**src/rtl/ma_ldst_unit.sv**
```systemverilog
// Memory-access stage load/store unit between EX and a 4-lane 1R1W data RAM with registered read address.
// Build option: define MISALIGN_TRAP_EN to trap misaligned accesses (blocked write / no load result, misalign_exc pulse).
module ma_ldst_unit #(
    parameter int DWIDTH = 12
) (
    input  logic              clk,
    input  logic              rst,
    input  logic              stall,
    input  logic              cmd_ld_ex,
    input  logic              cmd_st_ex,
    input  logic [2:0]        ldst_code_ex,
    input  logic [31:0]       ldst_adr_ex,
    input  logic [31:0]       st_data_ex,
    output logic [DWIDTH-1:0] ram_radr,
    input  logic [31:0]       ram_rdata,
    output logic [DWIDTH-1:0] ram_wadr,
    output logic [31:0]       ram_wdata,
    output logic [3:0]        ram_wen,
    output logic [31:0]       ld_data_wb,
    output logic              ld_valid_wb,
    output logic              misalign_exc
);

    localparam logic [2:0] F3_B  = 3'b000;
    localparam logic [2:0] F3_H  = 3'b001;
    localparam logic [2:0] F3_W  = 3'b010;
    localparam logic [2:0] F3_BU = 3'b100;
    localparam logic [2:0] F3_HU = 3'b101;

    logic [DWIDTH-1:0] word_adr;
    logic [1:0]        boff;
    logic              ld_code_ok;
    logic              st_code_ok;
    logic              misaligned;
    logic              st_cmd;
    logic              ld_cmd;
    logic              st_go;
    logic              ld_go;

    logic              ld_pend;
    logic [2:0]        code_q;
    logic [1:0]        boff_q;
    logic [DWIDTH-1:0] radr_q;

    logic [7:0]        lane_b;
    logic [15:0]       lane_h;
    logic [31:0]       ld_result;

    // Upper address bits beyond the RAM's reach are intentionally dropped.
    logic unused_adr_bits;
    assign unused_adr_bits = ^ldst_adr_ex[31:DWIDTH+2];

    assign word_adr = ldst_adr_ex[DWIDTH+1:2];
    assign boff     = ldst_adr_ex[1:0];

    // NOTE: every always_comb output gets a default first so no latch is inferred.
    always_comb begin
        ld_code_ok = 1'b0;
        st_code_ok = 1'b0;
        case (ldst_code_ex)
            F3_B, F3_H, F3_W: begin
                ld_code_ok = 1'b1;
                st_code_ok = 1'b1;
            end
            F3_BU, F3_HU: ld_code_ok = 1'b1;
            default: ;
        endcase
    end

`ifdef MISALIGN_TRAP_EN
    assign misaligned = (ldst_code_ex[1:0] == 2'b01 && boff[0]) ||
                        (ldst_code_ex[1:0] == 2'b10 && boff != 2'b00);
`else
    assign misaligned = 1'b0;
`endif

    // A store issued together with a load wins; the load is dropped.
    assign st_cmd = cmd_st_ex && !stall && st_code_ok;
    assign ld_cmd = cmd_ld_ex && !cmd_st_ex && !stall && ld_code_ok;
    assign st_go  = st_cmd && !misaligned;
    assign ld_go  = ld_cmd && !misaligned;

    assign ram_wadr = word_adr;
    assign ram_radr = ld_go ? word_adr : radr_q;

    always_comb begin
        ram_wen   = 4'b0000;
        ram_wdata = st_data_ex;
        case (ldst_code_ex[1:0])
            2'b00: begin
                ram_wen   = 4'b0001 << boff;
                ram_wdata = {4{st_data_ex[7:0]}};
            end
            2'b01: begin
                ram_wen   = 4'b0011 << {boff[1], 1'b0};
                ram_wdata = {2{st_data_ex[15:0]}};
            end
            default: ram_wen = 4'b1111;
        endcase
        if (!st_go) ram_wen = 4'b0000;
    end

    always_comb begin
        lane_b = ram_rdata[{boff_q, 3'b000} +: 8];
        lane_h = boff_q[1] ? ram_rdata[31:16] : ram_rdata[15:0];
        case (code_q)
            F3_B:    ld_result = {{24{lane_b[7]}}, lane_b};
            F3_BU:   ld_result = {24'h000000, lane_b};
            F3_H:    ld_result = {{16{lane_h[15]}}, lane_h};
            F3_HU:   ld_result = {16'h0000, lane_h};
            default: ld_result = ram_rdata;
        endcase
    end

    // NOTE: sequential state uses non-blocking assignments so all registers update together at the edge.
    always_ff @(posedge clk or posedge rst) begin
        if (rst) begin
            ld_pend     <= 1'b0;
            code_q      <= 3'b000;
            boff_q      <= 2'b00;
            radr_q      <= '0;
            ld_data_wb  <= 32'h0000_0000;
            ld_valid_wb <= 1'b0;
        end else if (!stall) begin
            ld_pend     <= ld_go;
            if (ld_go) begin
                code_q <= ldst_code_ex;
                boff_q <= boff;
                radr_q <= word_adr;
            end
            ld_valid_wb <= ld_pend;
            if (ld_pend) ld_data_wb <= ld_result;
        end else begin
            ld_valid_wb <= 1'b0;
        end
    end

`ifdef MISALIGN_TRAP_EN
    always_ff @(posedge clk or posedge rst) begin
        if (rst) misalign_exc <= 1'b0;
        else     misalign_exc <= (st_cmd || ld_cmd) && misaligned;
    end
`else
    assign misalign_exc = 1'b0;
`endif

endmodule

```
**config.mk**
```make
export PLATFORM = sky130hd
export DESIGN_NAME = ma_ldst_unit
export DESIGN_NICKNAME = d
export VERILOG_FILES = /design/src/rtl/ma_ldst_unit.sv
export SDC_FILE = /design/constraint.sdc
export NUM_CORES = 1
export LEC_CHECK = 0
export ABC_AREA = 1
export BUFFER_PORTS_ARGS = -buffer_cell sky130_fd_sc_hd__buf_2
export CORE_ASPECT_RATIO = 0.7
export CORE_MARGIN = 2
export CORE_UTILIZATION = 40
export DETAILED_ROUTE_END_ITERATION = 6
export GPL_ROUTABILITY_DRIVEN = 1
export PLACE_DENSITY = 0.76
export SYNTH_ARGS = -nofsm -noshare
export SYNTH_HDL_FRONTEND = slang
export SYNTH_SLANG_ARGS = --single-unit
export TNS_END_PERCENT = 50
```
**constraint.sdc**
```tcl
create_clock -name clk -period 1.5 [get_ports clk]
set_clock_uncertainty 0.15 [all_clocks]
set_input_delay 0.15 -clock clk [delete_from_list [all_inputs] [get_ports clk]]
set_output_delay 0.15 -clock clk [all_outputs]
set_load 0.05 [all_outputs]
```
After elaboration in Yosys (flattened, before gate mapping)

Cells that the tools add are included.

Eq/ne operators: 8
Shift operators: 3
Mux-type cells: 9
Bitwise gates (word level): 1
Reductions and logical operators: 14

Operators by type and width:

| cell                                                | number |
|---|---|
| case mux 32 bit (4 select lines)                    | 1 |
| case mux 32 bit (2 select lines)                    | 1 |
| indexed part select 32 x 6 -> 8 bit                 | 1 |
| 2-to-1 mux 16 bit                                   | 1 |
| equality test 3 bit, second input constant          | 4 |
| 2-to-1 mux 12 bit                                   | 1 |
| case mux 4 bit (2 select lines)                     | 1 |
| equality test 3 x 1 -> 1 bit, second input constant | 2 |
| zero test 3 bit                                     | 2 |
| logical AND 1 bit                                   | 5 |
| OR reduction 5 bit                                  | 1 |
| 2-to-1 mux 4 bit                                    | 1 |
| AND reduction 2 bit                                 | 2 |
| left shift 1 x 2 -> 4 bit, first input constant     | 1 |
| left shift 2 x 2 -> 4 bit, first input constant     | 1 |
| equality test 3 x 2 -> 1 bit, second input constant | 1 |
| 2-to-1 mux 1 bit                                    | 3 |
| OR reduction 3 bit                                  | 1 |
| equality test 2 x 1 -> 1 bit, second input constant | 1 |
| zero test 1 bit                                     | 2 |
| zero test 2 bit                                     | 1 |
| inverter 1 bit                                      | 1 |

Bits in registers: 51
Input bits: 104

Logic depth before layout (Yosys ltp)

Gate-level depths: netlist of the first run.

Depth after elaboration: 5
Depth in mapped cells: 10
Depth with buffers taken out: 8

Worst setup path before layout of the first run

OpenSTA, ideal clock, no wires.

Path kind: input to output
Start: input port ldst_code_ex[1]
End: output port ram_wdata[10]
Data arrival time: 1.590 ns
Slack: -0.390 ns
Stages on the path: 4
Cell sequence: buf_2 nor2_1 buf_2 o21ai_0

Longest elaborated chain between the ends: 2
Elaborated cells between the ends (all ways): 3
Classes of those cells: 1 x eq/ne; 1 x mux; 1 x reduce/logical

Ends and longest elaborated chain:

| element                                                         | line | RTL |
|---|---|---|
| start, declared                                                 | 11   | `input logic [2:0] ldst_code_ex,` |
| equality test 2 x 1 -> 1 bit or zero test 2 bit (tied branches) | 89   | `case (ldst_code_ex[1:0])` |
| case mux 32 bit (2 select lines) (*)                            | 89   |  |
| end, declared                                                   | 17   | `output logic [31:0] ram_wdata,` |

Mark *: on every way between the ends. The rest lies on a longest branch, timed or not.

Final worst setup path of the first run

Start: register boff_q[1]
End: register ld_data_wb[13]

Longest elaborated chain between the ends: 2
Elaborated cells between the ends (all ways): 3
Classes of those cells: 1 x shift; 2 x mux

Ends and longest elaborated chain:

| element                                                                  | line     | RTL |
|---|---|---|
| start, declared                                                          | 42       | `logic [1:0] boff_q;` |
| start signal, assigned                                                   | 128      | `boff_q <= boff;` |
| indexed part select 32 x 6 -> 8 bit or 2-to-1 mux 16 bit (tied branches) | 104, 105 |  |
| case mux 32 bit (4 select lines) (*)                                     | 106      | `case (code_q)` |
| end signal, assigned                                                     | 132      | `if (ld_pend) ld_data_wb <= ld_result;` |
| end, declared                                                            | 19       | `output logic [31:0] ld_data_wb,` |

Marks and branches as above.
A chain may end at the register's enable or synchronous reset.

==> results.md, run 1 <==
- Status: finished clean
- Mapped Area: between 3000 and 4000 um2
- CTS Sinks: 51
- Io pins: just under 200
- Register area: 1280 um2
- Area share of the largest cell type after synthesis: a little under two fifths
- N_diodes: 0
- Die W: between 100 and 150 um
- Clock share of power: 16.0%
- Number of antenna violations at the first check in global routing: 0
- Netlist cell types: 28
- Post-Syn Nets: 612
- Post-synth EDFFs: 0
- Sw Pwr: 0.00359 W
- CTS root buf: clkbuf_16
- Initial drt markers: roughly 290
- Overflow after GRT: 0
- Worst VDD drop: between 0.7 and 0.8 mV
- Vert. Die Dim: about 82 um
- CP Max Fanout: 11
- CTS H-tree lvls: 2
- Number of global-route vias before repair: 3512
- Total of max-cap violations: 0
- Post-DR wirelength/cell: 13.4 um
- Leak: 2.84 nW
- Starting density of the core: 40.9%
- Num CTS Buffers: 5
- Critical path endpoint category: flop
- Global-route wire length before repair: 16300 um
- Fraction of registers with async set/reset: 100%
- Avg Inst Size Synth: a little under 7 um2
- Required time worst endpoint: about 1.5 ns
- Worst hold slack: 0.0271 ns
- Mapped Cells: 508
- Post-route ant nets: 0
- Fin nets: 791
- Die area: 9370 um2
- Crit Path Class: reg2reg
- DRC viols: 0
- Top_reg_cell synth: dfrtp_1
- Area post-placement: 4420 um2
- Final hold violation count: 0
- Area contributors post-synth: dfrtp_1 (37%), nand2_1 (22%), inv_1 (6.1%)
- Comb pwr share: between 50% and 60%
- Switching Fraction: between 40% and 50%
- Final Max Tran Viols: 0
- Area added between synthesis and finish: 40.4%
- Biggest area consumer among synthesized cells: dfrtp_1
- Internal power: 0.00359 W
- DP Wirelength: 7950 um
- Global Route Usage Sum: 22.0%
- Most common cell after layout, fill and taps aside: nand2_1
- Yosys warnings: 0
- Seq cells post-synth: 51
- CORE AREA: roughly 8400 um2
- Multi-input logic area: between 1500 and 2000 um2
- Design Area, Final: ~4800 um2
- Cell area power density: 1480 nW/um2
- GPL Wtd Cong: 0.847
- CP arrival: ~1.5 ns
- Startpoint Class: flop
- Clock Tree Buf Depth: 2
- I/O Buffers: about 180
- Final Setup Violations: 0
- Largest net degree at the start of global routing: 52
- Reg power frac: roughly 28%
- Tcrit/Tclk final: 96.8%
- Layout cells sized above 1: about 38%
- Drt pass-1 iters: 5
- Post-layout min period: 1.45 ns
- Worst min path class: in2reg
- CTS tree: yes
- Total number of vias: a little under 4000
- Fillers: 786
- Max Freq: 0.689 GHz
- Vias/cell: ~4.9
- Worst setup margin: 0.0477 ns
- Clock transition at path regs: 0.06 ns
- Final wirelength: 10600 um
- Most frequent cells in the layout: nand2_1 (201), buf_2 (159), inv_1 (54), dfrtp_1 (49), a21oi_1 (39)
- Post-synthesis sequential area ratio: a little under two fifths
- Worst-Skew Late Latency: slightly below 0.3 ns
- Dpl ws: -0.0658 ns
- Num rows: 28
- RSZ-0062 raised after global routing: yes
==> metrics by stage <==
step                      utilization [%]  total power [W]  std cells  setup TNS, ns
after floorplan                         -          0.00492        508         -0.398
after global placement               52.5          0.00581        770        -0.0215
after CTS                            56.0          0.00710        789       -0.00798
final                                57.5          0.00718        792              0
after global routing                 57.5          0.00759        792         -0.449
after detailed placement             52.5          0.00587        770         -0.317
==> repair_timing <==
item / CTS / global route
cloned: 0 / 1
hold buffers: 12 / 0
setup endpoints to repair: 12 / 50
setup buffers: 0 / 2
endpoints found under the hold margin: 62 / 0
resized for setup: 12 / 28
pin swaps: 0 / 3
==> power groups by stage <==
stage	registers (W)	logic, W	clock network, W
after CTS	0.00202	0.00390	0.00118
after global placement	0.00203	0.00379	0
final	0.00202	0.00400	0.00115
after global routing	0.00207	0.00429	0.00123
after floorplan	0.00316	0.00176	0
after detailed placement	0.00204	0.00383	0
==> layout make-up <==
class,count,share of cell area (%)
Sequential cell,51,26.5
Clock inverter,1,0.104
Multi-Input combinational cell,349,34.6
Inverter,60,4.89
Clock buffer,6,2.87
Timing Repair Buffer,220,28.3
Tap cell,105,2.72
==> worst paths after layout <==
kind,startpoint,slack [ns],end,cells after the start
max,boff_q[1],0.05,ld_data_wb[13],9
max in group asynchronous,rst,0.63,boff_q[1],4
max reg2reg,boff_q[1],0.05,ld_data_wb[13],9
min,stall,0.03,ld_pend,3
min in group asynchronous,rst,0.31,ld_data_wb[26],4
min reg2reg,ld_data_wb[10],0.33,ld_data_wb[10],2
==> sequential cells by signal (all words and copies together) (netlist names) <==
register and cells:
ld_data_wb 32, ld_pend 1, radr_q 12, boff_q 2, ld_valid_wb 1, code_q 3
==> logic make-up after synthesis <==
kind of cell / after synthesis / synth area share [%]
AO/OA/AOI/OAI: 81 / 12.6
flip-flops: 51 / 37.1
other: 1 / 0.109
AND/OR/NAND/NOR: 267 / 34.4
buffers and inverters: 108 / 15.8
==> worst max-delay path, stage by stage (launching register included) <==
cell and delay (ns):
dfrtp_2 0.46, inv_4 0.10, nand2_2 0.07, nand3_2 0.08
nand2_2 0.08, nand2_4 0.10, buf_12 0.14, nand2_1 0.05
nand2_1 0.07, nand2_1 0.05
==> cell usage after synthesis (3+ instances only) <==
master      n
buf_2      12
o22ai_1     7
inv_1      56
or2_1       7
and2_1      4
nand2_4     3
inv_2       3
nand3_1    14
o211ai_1    3
nor2_1      7
or2_2       9
buf_4      22
o21ai_0    24
buf_6       5
nand2_1   205
a31oi_1     7
nand2_2     4
a21oi_1    39
nand3_2    10
clkbuf_1    9
dfrtp_1    51
==> per-layer routing <==
layer,up-vias,routed length [um],GRT usage (%)
met4,0,122,4.94
li1,1911,-,-
met3,12,865,5.90
met5,-,0,0
met1,1757,4720,29.1
met2,164,4940,36.4
Power figures use the tool's default switching activity.
==> inputs of run 2 (changes only) <==
--- a/config.mk
+++ b/config.mk
@@ -7,12 +7,14 @@
 export LEC_CHECK = 0
 export ABC_AREA = 1
 export BUFFER_PORTS_ARGS = -buffer_cell sky130_fd_sc_hd__buf_2
+export CELL_PAD_IN_SITES_DETAIL_PLACEMENT = 0
+export CELL_PAD_IN_SITES_GLOBAL_PLACEMENT = 2
 export CORE_ASPECT_RATIO = 0.7
 export CORE_MARGIN = 2
-export CORE_UTILIZATION = 40
+export CORE_UTILIZATION = 20
 export DETAILED_ROUTE_END_ITERATION = 6
 export GPL_ROUTABILITY_DRIVEN = 1
-export PLACE_DENSITY = 0.76
+export PLACE_DENSITY = 0.77
 export SYNTH_ARGS = -nofsm -noshare
 export SYNTH_HDL_FRONTEND = slang
 export SYNTH_SLANG_ARGS = --single-unit
==> run 2 against run 1 <==
- global-route usage fell by 9.2 points
- worst setup slack got worse by 0.0050 ns
- final cell count rose by 19%
- critical endpoint is now ld_data_wb[25]
==> results.md, run 2 (same netlist as run 1, synthesis figures left out) <==
- Fillers: 1920 (+140%)
- Met2 GRT Util: 20.1% (-16 points)
- Cell area power density: 1400 nW/um2 (-5.5%)
- Worst-Skew Late Latency: 0.29 ns (about the same)
- Total of max-cap violations: 0 (unchanged)
- Worst path slowest cell: dfrtp_2
- CTS Sinks: 51 (unchanged)
- Placed Cells: 915 (+19%)
- Drt pass-1 iters: 4 (-1)
- Clock transition at path regs: 0.07 ns (about the same)
- Overflow after GRT: 0 (unchanged)
- Grt met1 use: 18.1% (-11 points)
- Layout cells sized above 1: 41.4% (+3.5 points)
- Post-Layout Cell Count: 940 (+19%)
- DP Wirelength: 9090 um (+14%)
- Post-layout min period: 1.46 ns (+0.00497 ns)
- Final Max Tran Viols: 0 (unchanged)
- CP cell instances: clkinv_4, nand2_4, nand2_2, nor2_4, buf_4, nand2_2, nand3_1, nand2_1, inv_1
- Worst flop-to-flop path endpoint: ld_data_wb[25]
- CORE AREA: 17000 um2 (+100%)
- Max Freq: 0.686 GHz (-0.34%)
- Worst hold path depth: 3 (unchanged)
- RSZ-0062 raised after global routing: yes
- Pwr Total: 0.00740 W (+3.1%)
- Startpoint Class: flop
- Multi-input logic area: 1730 um2 (+3.6%)
- Worst R2R Start: boff_q[1]
- Worst setup margin: 0.0427 ns (-0.00497 ns)
- Grt met3 use: 3.45% (-2.4 points)
- Top Registers: ld_data_wb x32, radr_q x12, code_q x3
- FF-to-FF path depth: 9 (unchanged)
- Leak: 2.96 nW (+4.2%)
- Vert. Die Dim: 114 um (+39%)
- Critical path endpoint category: flop
- Number of flip-flops in the largest register: 32 (unchanged)
- R2R setup slack: 0.04 ns (about the same)
- Starting density of the core: 20.2% (-21 points)
- Global-route wire length before repair: 18600 um (+14%)
- Critical Path Most Common Cell: nand2_2
- Most Crowded Layer GR: met2
- Number of global-route vias before repair: 3566 (+1.5%)
- Die area: 18300 um2 (+95%)
- Worst min path class: in2reg
- Vias/cell: 3.96 (-19%)
- Final Setup Violations: 0 (unchanged)
- Area post-placement: 4740 um2 (+7.4%)
- Initial drt markers: 176 (-40%)
- Die W: 161 um (+40%)
- Global Route Usage Sum: 12.8% (-9.2 points)
- Dpl ws: -0.0758 ns (-0.00994 ns)
- CTS H-tree lvls: 2 (unchanged)
- CTS tree: yes
- Clock Tree Buf Depth: 2 (unchanged)
- Num rows: 40 (+43%)
- Io pins: 198 (unchanged)
- Largest net degree at the start of global routing: 52 (unchanged)
- Design Area, Final: 5270 um2 (+9.1%)
- CTS root buf: clkbuf_16
- Total number of vias: 3718 (-3.3%)
- CP max stage delay: 0.44 ns (-0.02 ns)
- Hold Path End: boff_q[0]
- Largest reg by FF count: ld_data_wb
- Crit Path Class: reg2reg
- CP arrival: 1.54 ns (+0.06 ns)
- Area added between synthesis and finish: 53.2%
- Post-DR wirelength/cell: 12.6 um (-6.1%)
- Required time worst endpoint: 1.58 ns (+0.05 ns)
- Most frequent cells in the layout: nand2_1 (195), buf_2 (154), inv_1 (54), dfrtp_1 (50), buf_4 (45)
- Status: finished clean
- Tcrit/Tclk final: 97.2% (+0.33 points)
- Post-route ant nets: 0 (unchanged)
- Number of antenna violations at the first check in global routing: 0 (unchanged)
- Fin nets: 811 (+2.5%)
- DRC viols: 0 (unchanged)
- Worst hold slack: 0.0271 ns (-0.000000800 ns)
- GPL Wtd Cong: 0.803 (-5.2%)
- Most common cell after layout, fill and taps aside: nand2_1
- Final hold violation count: 0 (unchanged)
- Hold_sp: ldst_adr_ex[0]
- Worst VDD drop: 0.733 mV (+1.4%)
- Final wirelength: 11900 um (+11%)
- Register area: 1280 um2 (about the same)
- I/O Buffers: 178 (unchanged)
- CP Max Fanout: 5 (-6)
- Num CTS Buffers: 5 (unchanged)
-- run 2: changes by cell type in the layout (fill, tap and decap cells not counted), moves of 4 or more --
| cell | previous run | this run |
|---|---|---|
| buf_6 | 3 | 9 |
| clkbuf_4 | 4 | 10 |
| buf_12 | 4 | 8 |
| buf_4 | 36 | 45 |
| nand2_2 | 8 | 14 |
| buf_2 | 159 | 154 |
| nand2_1 | 201 | 195 |
-- run 2: how the worst max path moves through the flow --
stage / from / endpoint / cells after the start
6_report: boff_q[1] / ld_data_wb[25] / 9
5_1_grt: boff_q[1] / ld_data_wb[28] / 9
4_1_cts: boff_q[1] / ld_data_wb[11] / 9
3_5_place_dp: stall / ram_radr[1] / 7
3_3_place_gp: stall / ram_radr[5] / 7
2_1_floorplan: ldst_code_ex[1] / ram_wen[0] / 4
-- run 2: where the power goes --
group / internal (W) / total (W) / switching (W)
Combinational: 0.00129 / 0.00423 / 0.00294
Sequential: 0.00179 / 0.00201 / 0.000220
Clock: 0.000617 / 0.00115 / 0.000537
Total: 0.00370 / 0.00740 / 0.00370
-- run 2: through the flow --
step                utilization (%)  TNS, ns
finish                         31.0        0
CTS                            29.6  -0.0603
floorplan                         -   -0.398
global route                   31.0   -0.383
global placement               27.9    -1.11
detailed placement             27.9   -0.905
-- run 2: final cells by class --
type / count / area share [%]
timing repair buffer: 238 / 30.1
clock buffer: 5 / 2.37
inverter: 60 / 4.58
clock inverter: 3 / 0.380
multi-input combinational: 351 / 32.9
sequential: 51 / 24.2
tap: 231 / 5.48
antenna: 1 / 0.0474
-- run 2: timing repair --
action	4_1_cts	5_1_grt
setup buffers	0	3
pin swaps	0	6
setup endpoints to repair	37	48
gates resized for setup	20	50
hold buffers	10	0
cloned	0	3
hold endpoints to repair	60	0
-- run 2: per-layer routing --
layer	part of all wire [%]	vias to the layer above
li1	-	1962
met5	0	-
met1	50	1656
met3	6.0	4
met4	0.28	0
met2	44	96
-- run 2: critical path, delay by kind of cell (launching register included) --
| family | cells | cell delay [ns] |
|---|---|---|
| buf+inv | 3 | 0.30 |
| simple gates | 6 | 0.51 |
| flops | 1 | 0.44 |
==> inputs of run 3 (changes only) <==
--- a/config.mk
+++ b/config.mk
@@ -14,7 +14,9 @@
 export CORE_UTILIZATION = 20
 export DETAILED_ROUTE_END_ITERATION = 6
 export GPL_ROUTABILITY_DRIVEN = 1
+export GPL_TIMING_DRIVEN = 0
 export PLACE_DENSITY = 0.77
+export RECOVER_POWER = 100
 export SYNTH_ARGS = -nofsm -noshare
 export SYNTH_HDL_FRONTEND = slang
 export SYNTH_SLANG_ARGS = --single-unit
==> run 3 against run 2 <==
- the flow now finishes with violations (hold timing, setup timing)
- global-route usage grew 1.1 points
- register-to-register slack worse by 0.06 ns
- sequential power barely moved
- clock power rose by 18%
- highest routed layer unchanged
- fmax is 3.9% lower
==> results.md, run 3 (same netlist as run 1, synthesis figures left out) <==
- Status: finished with violations
- Failing checks: hold timing, setup timing
- Number of global-route vias before repair: 3826 (+7.3%)
- Global-route wire length before repair: 20200 um (+8.6%)
- Clock transition at path regs: 0.07 ns (about the same)
- Number of flip-flops in the largest register: 32 (unchanged)
- Starting density of the core: 20.2% (unchanged)
- RSZ-0062 raised after global routing: yes
- Worst VDD drop: 0.647 mV (-12%)
- Register area: 1280 um2 (unchanged)
- Placed Cells: 916 (+0.11%)
- Design Area, Final: 5400 um2 (+2.3%)
- Top Registers: ld_data_wb x32, radr_q x12, code_q x3
- CTS tree: yes
- Num CTS Buffers: 5 (unchanged)
- Number of antenna violations at the first check in global routing: 1 (+1)
- Global Route Usage Sum: 13.9% (+1.1 points)
- Worst-Skew Late Latency: 0.29 ns (about the same)
- Initial drt markers: 173 (-1.7%)
- Required time worst endpoint: 1.54 ns (-0.04 ns)
- Final Setup Violations: 3 (+3)
- CTS H-tree lvls: 2 (unchanged)
- CP Max Fanout: 6 (+1)
- Final Max Tran Viols: 0 (unchanged)
- Area post-placement: 4640 um2 (-2.2%)
- Final hold violation count: 51 (+51)
- Post-route ant nets: 0 (unchanged)
- CP arrival: 1.55 ns (about the same)
- Final wirelength: 12700 um (+6.9%)
- I/O Buffers: 177 (-0.56%)
- Most common cell after layout, fill and taps aside: nand2_1
- Worst hold slack: -0.0271 ns (-0.0542 ns)
- Most frequent cells in the layout: nand2_1 (179), buf_2 (96), clkbuf_2 (66), inv_1 (53), dfrtp_1 (50)
- CP max stage delay: 0.37 ns (-0.07 ns)
- Pwr Total: 0.00766 W (+3.6%)
- Io pins: 198 (unchanged)
- Die W: 161 um (unchanged)
- CP Buf/Inv Count: 5 (+2)
- Vias/cell: 3.96 (about the same)
- R2R setup slack: -0.02 ns (-0.06 ns)
- Worst path top cell family by delay: buffers and inverters
- Worst min path class: in2async
- Worst path slowest cell: dfrtp_1
- Worst setup margin: -0.0171 ns (-0.0598 ns)
- Critical path endpoint category: flop
- Post-Layout Cell Count: 957 (+1.8%)
- CTS root buf: clkbuf_16
- Fillers: 1931 (+0.57%)
- Clock Tree Buf Depth: 2 (unchanged)
- Post-DR wirelength/cell: 13.2 um (+5.0%)
- Total number of vias: 3786 (+1.8%)
- Largest net degree at the start of global routing: 52 (unchanged)
- Vert. Die Dim: 114 um (unchanged)
- Max Freq: 0.659 GHz (-3.9%)
- Post-layout min period: 1.52 ns (+0.0598 ns)
- Worst Tran Pin Value: 1.15 ns
- GPL Wtd Cong: 0.799 (-0.51%)
- Layout Utilization: 31.7% (+0.72 points)
- Crit Path Class: reg2reg
- Multi-input logic area: 1750 um2 (+0.79%)
- CP cell instances: buf_6, inv_8, nand2_4, nand3_2, nand2_2, nand2_4, buf_12, buf_12, nand3_2, nand2_1, inv_1
- Largest reg by FF count: ld_data_wb
- Startpoint Class: flop
- DP Wirelength: 9940 um (+9.3%)
- CTS Sinks: 51 (unchanged)
- Leak: 3.04 nW (+2.7%)
- Layout cells sized above 1: 43.4% (+2.1 points)
- Die area: 18300 um2 (unchanged)
- Area added between synthesis and finish: 56.8%
- Cell area power density: 1420 nW/um2 (+1.2%)
- Fin nets: 828 (+2.1%)
- Total of max-cap violations: 0 (unchanged)
- DRC viols: 0 (unchanged)
- Num rows: 40 (unchanged)
- Tcrit/Tclk final: 101% (+4.0 points)
- Worst slew margin: 23.3%
- Overflow after GRT: 0 (unchanged)
- Drt pass-1 iters: 4 (unchanged)
- CORE AREA: 17000 um2 (unchanged)
[run 3: layout make-up]
cell class | instances | share of cell area [%]
clock inverters | 2 | 0.649
repair buffers | 209 | 23.6
inverters | 60 | 4.47
multi-input cells | 349 | 32.4
flip-flops and latches | 51 | 23.7
diodes | 1 | 0.0464
well taps | 231 | 5.36
plain buffers | 48 | 7.23
clock buffers | 6 | 2.57
[run 3: what timing repair did]
action | 4_1_cts | 5_1_grt
hold buffers | 12 | 0
setup endpoints to repair | 45 | 64
gates resized for setup | 61 | 57
setup buffers | 12 | 6
cloned | 2 | 0
pin swaps | 11 | 4
hold endpoints to repair | 12 | 0
[run 3: metal layers]
| layer | up-vias | track usage, % | wire length [um] |
|---|---|---|---|
| li1 | 1989 | - | - |
| met1 | 1706 | 19.6 | 6320 |
| met2 | 89 | 21.4 | 5460 |
| met3 | 2 | 4.69 | 892 |
| met4 | 0 | 1.07 | 12 |
| met5 | - | 0 | 0 |
[run 3: through the flow]
stage | setup slack [ns] | TNS, ns
4_1_cts | -0.0340 | -0.198
3_5_place_dp | -0.197 | -3.37
2_1_floorplan | -0.0994 | -0.398
5_1_grt | -0.0952 | -1.57
6_report | -0.0171 | -0.0259
3_3_place_gp | -0.216 | -3.72
[run 3: path summary, 6_finish.rpt]
kind,startpoint,endpoint,cells past startpoint
worst max-delay path,boff_q[1],ld_data_wb[23],11
worst min-delay path,rst,radr_q[2],2
worst max register to register,boff_q[1],ld_data_wb[23],11
worst min register to register,radr_q[0],radr_q[0],2
max in group asynchronous,rst,boff_q[0],2
min in group clk,ldst_code_ex[2],code_q[2],3
[run 3: worst register-to-register path, stage by stage, from the launching register on]
cell and delay, ns:
dfrtp_1 0.37, buf_6 0.14, inv_8 0.07, nand2_4 0.05
nand3_2 0.06, nand2_2 0.08, nand2_4 0.11, buf_12 0.12
buf_12 0.12, nand3_2 0.06, nand2_1 0.06, inv_1 0.03
[run 3: power breakdown]
| group | internal (W) | total, W | leakage (nW) | switching, W |
|---|---|---|---|---|
| clock network | 0.000831 | 0.00136 | 0.0869 | 0.000528 |
| logic | 0.00130 | 0.00427 | 2.35 | 0.00298 |
| registers | 0.00179 | 0.00203 | 0.608 | 0.000234 |
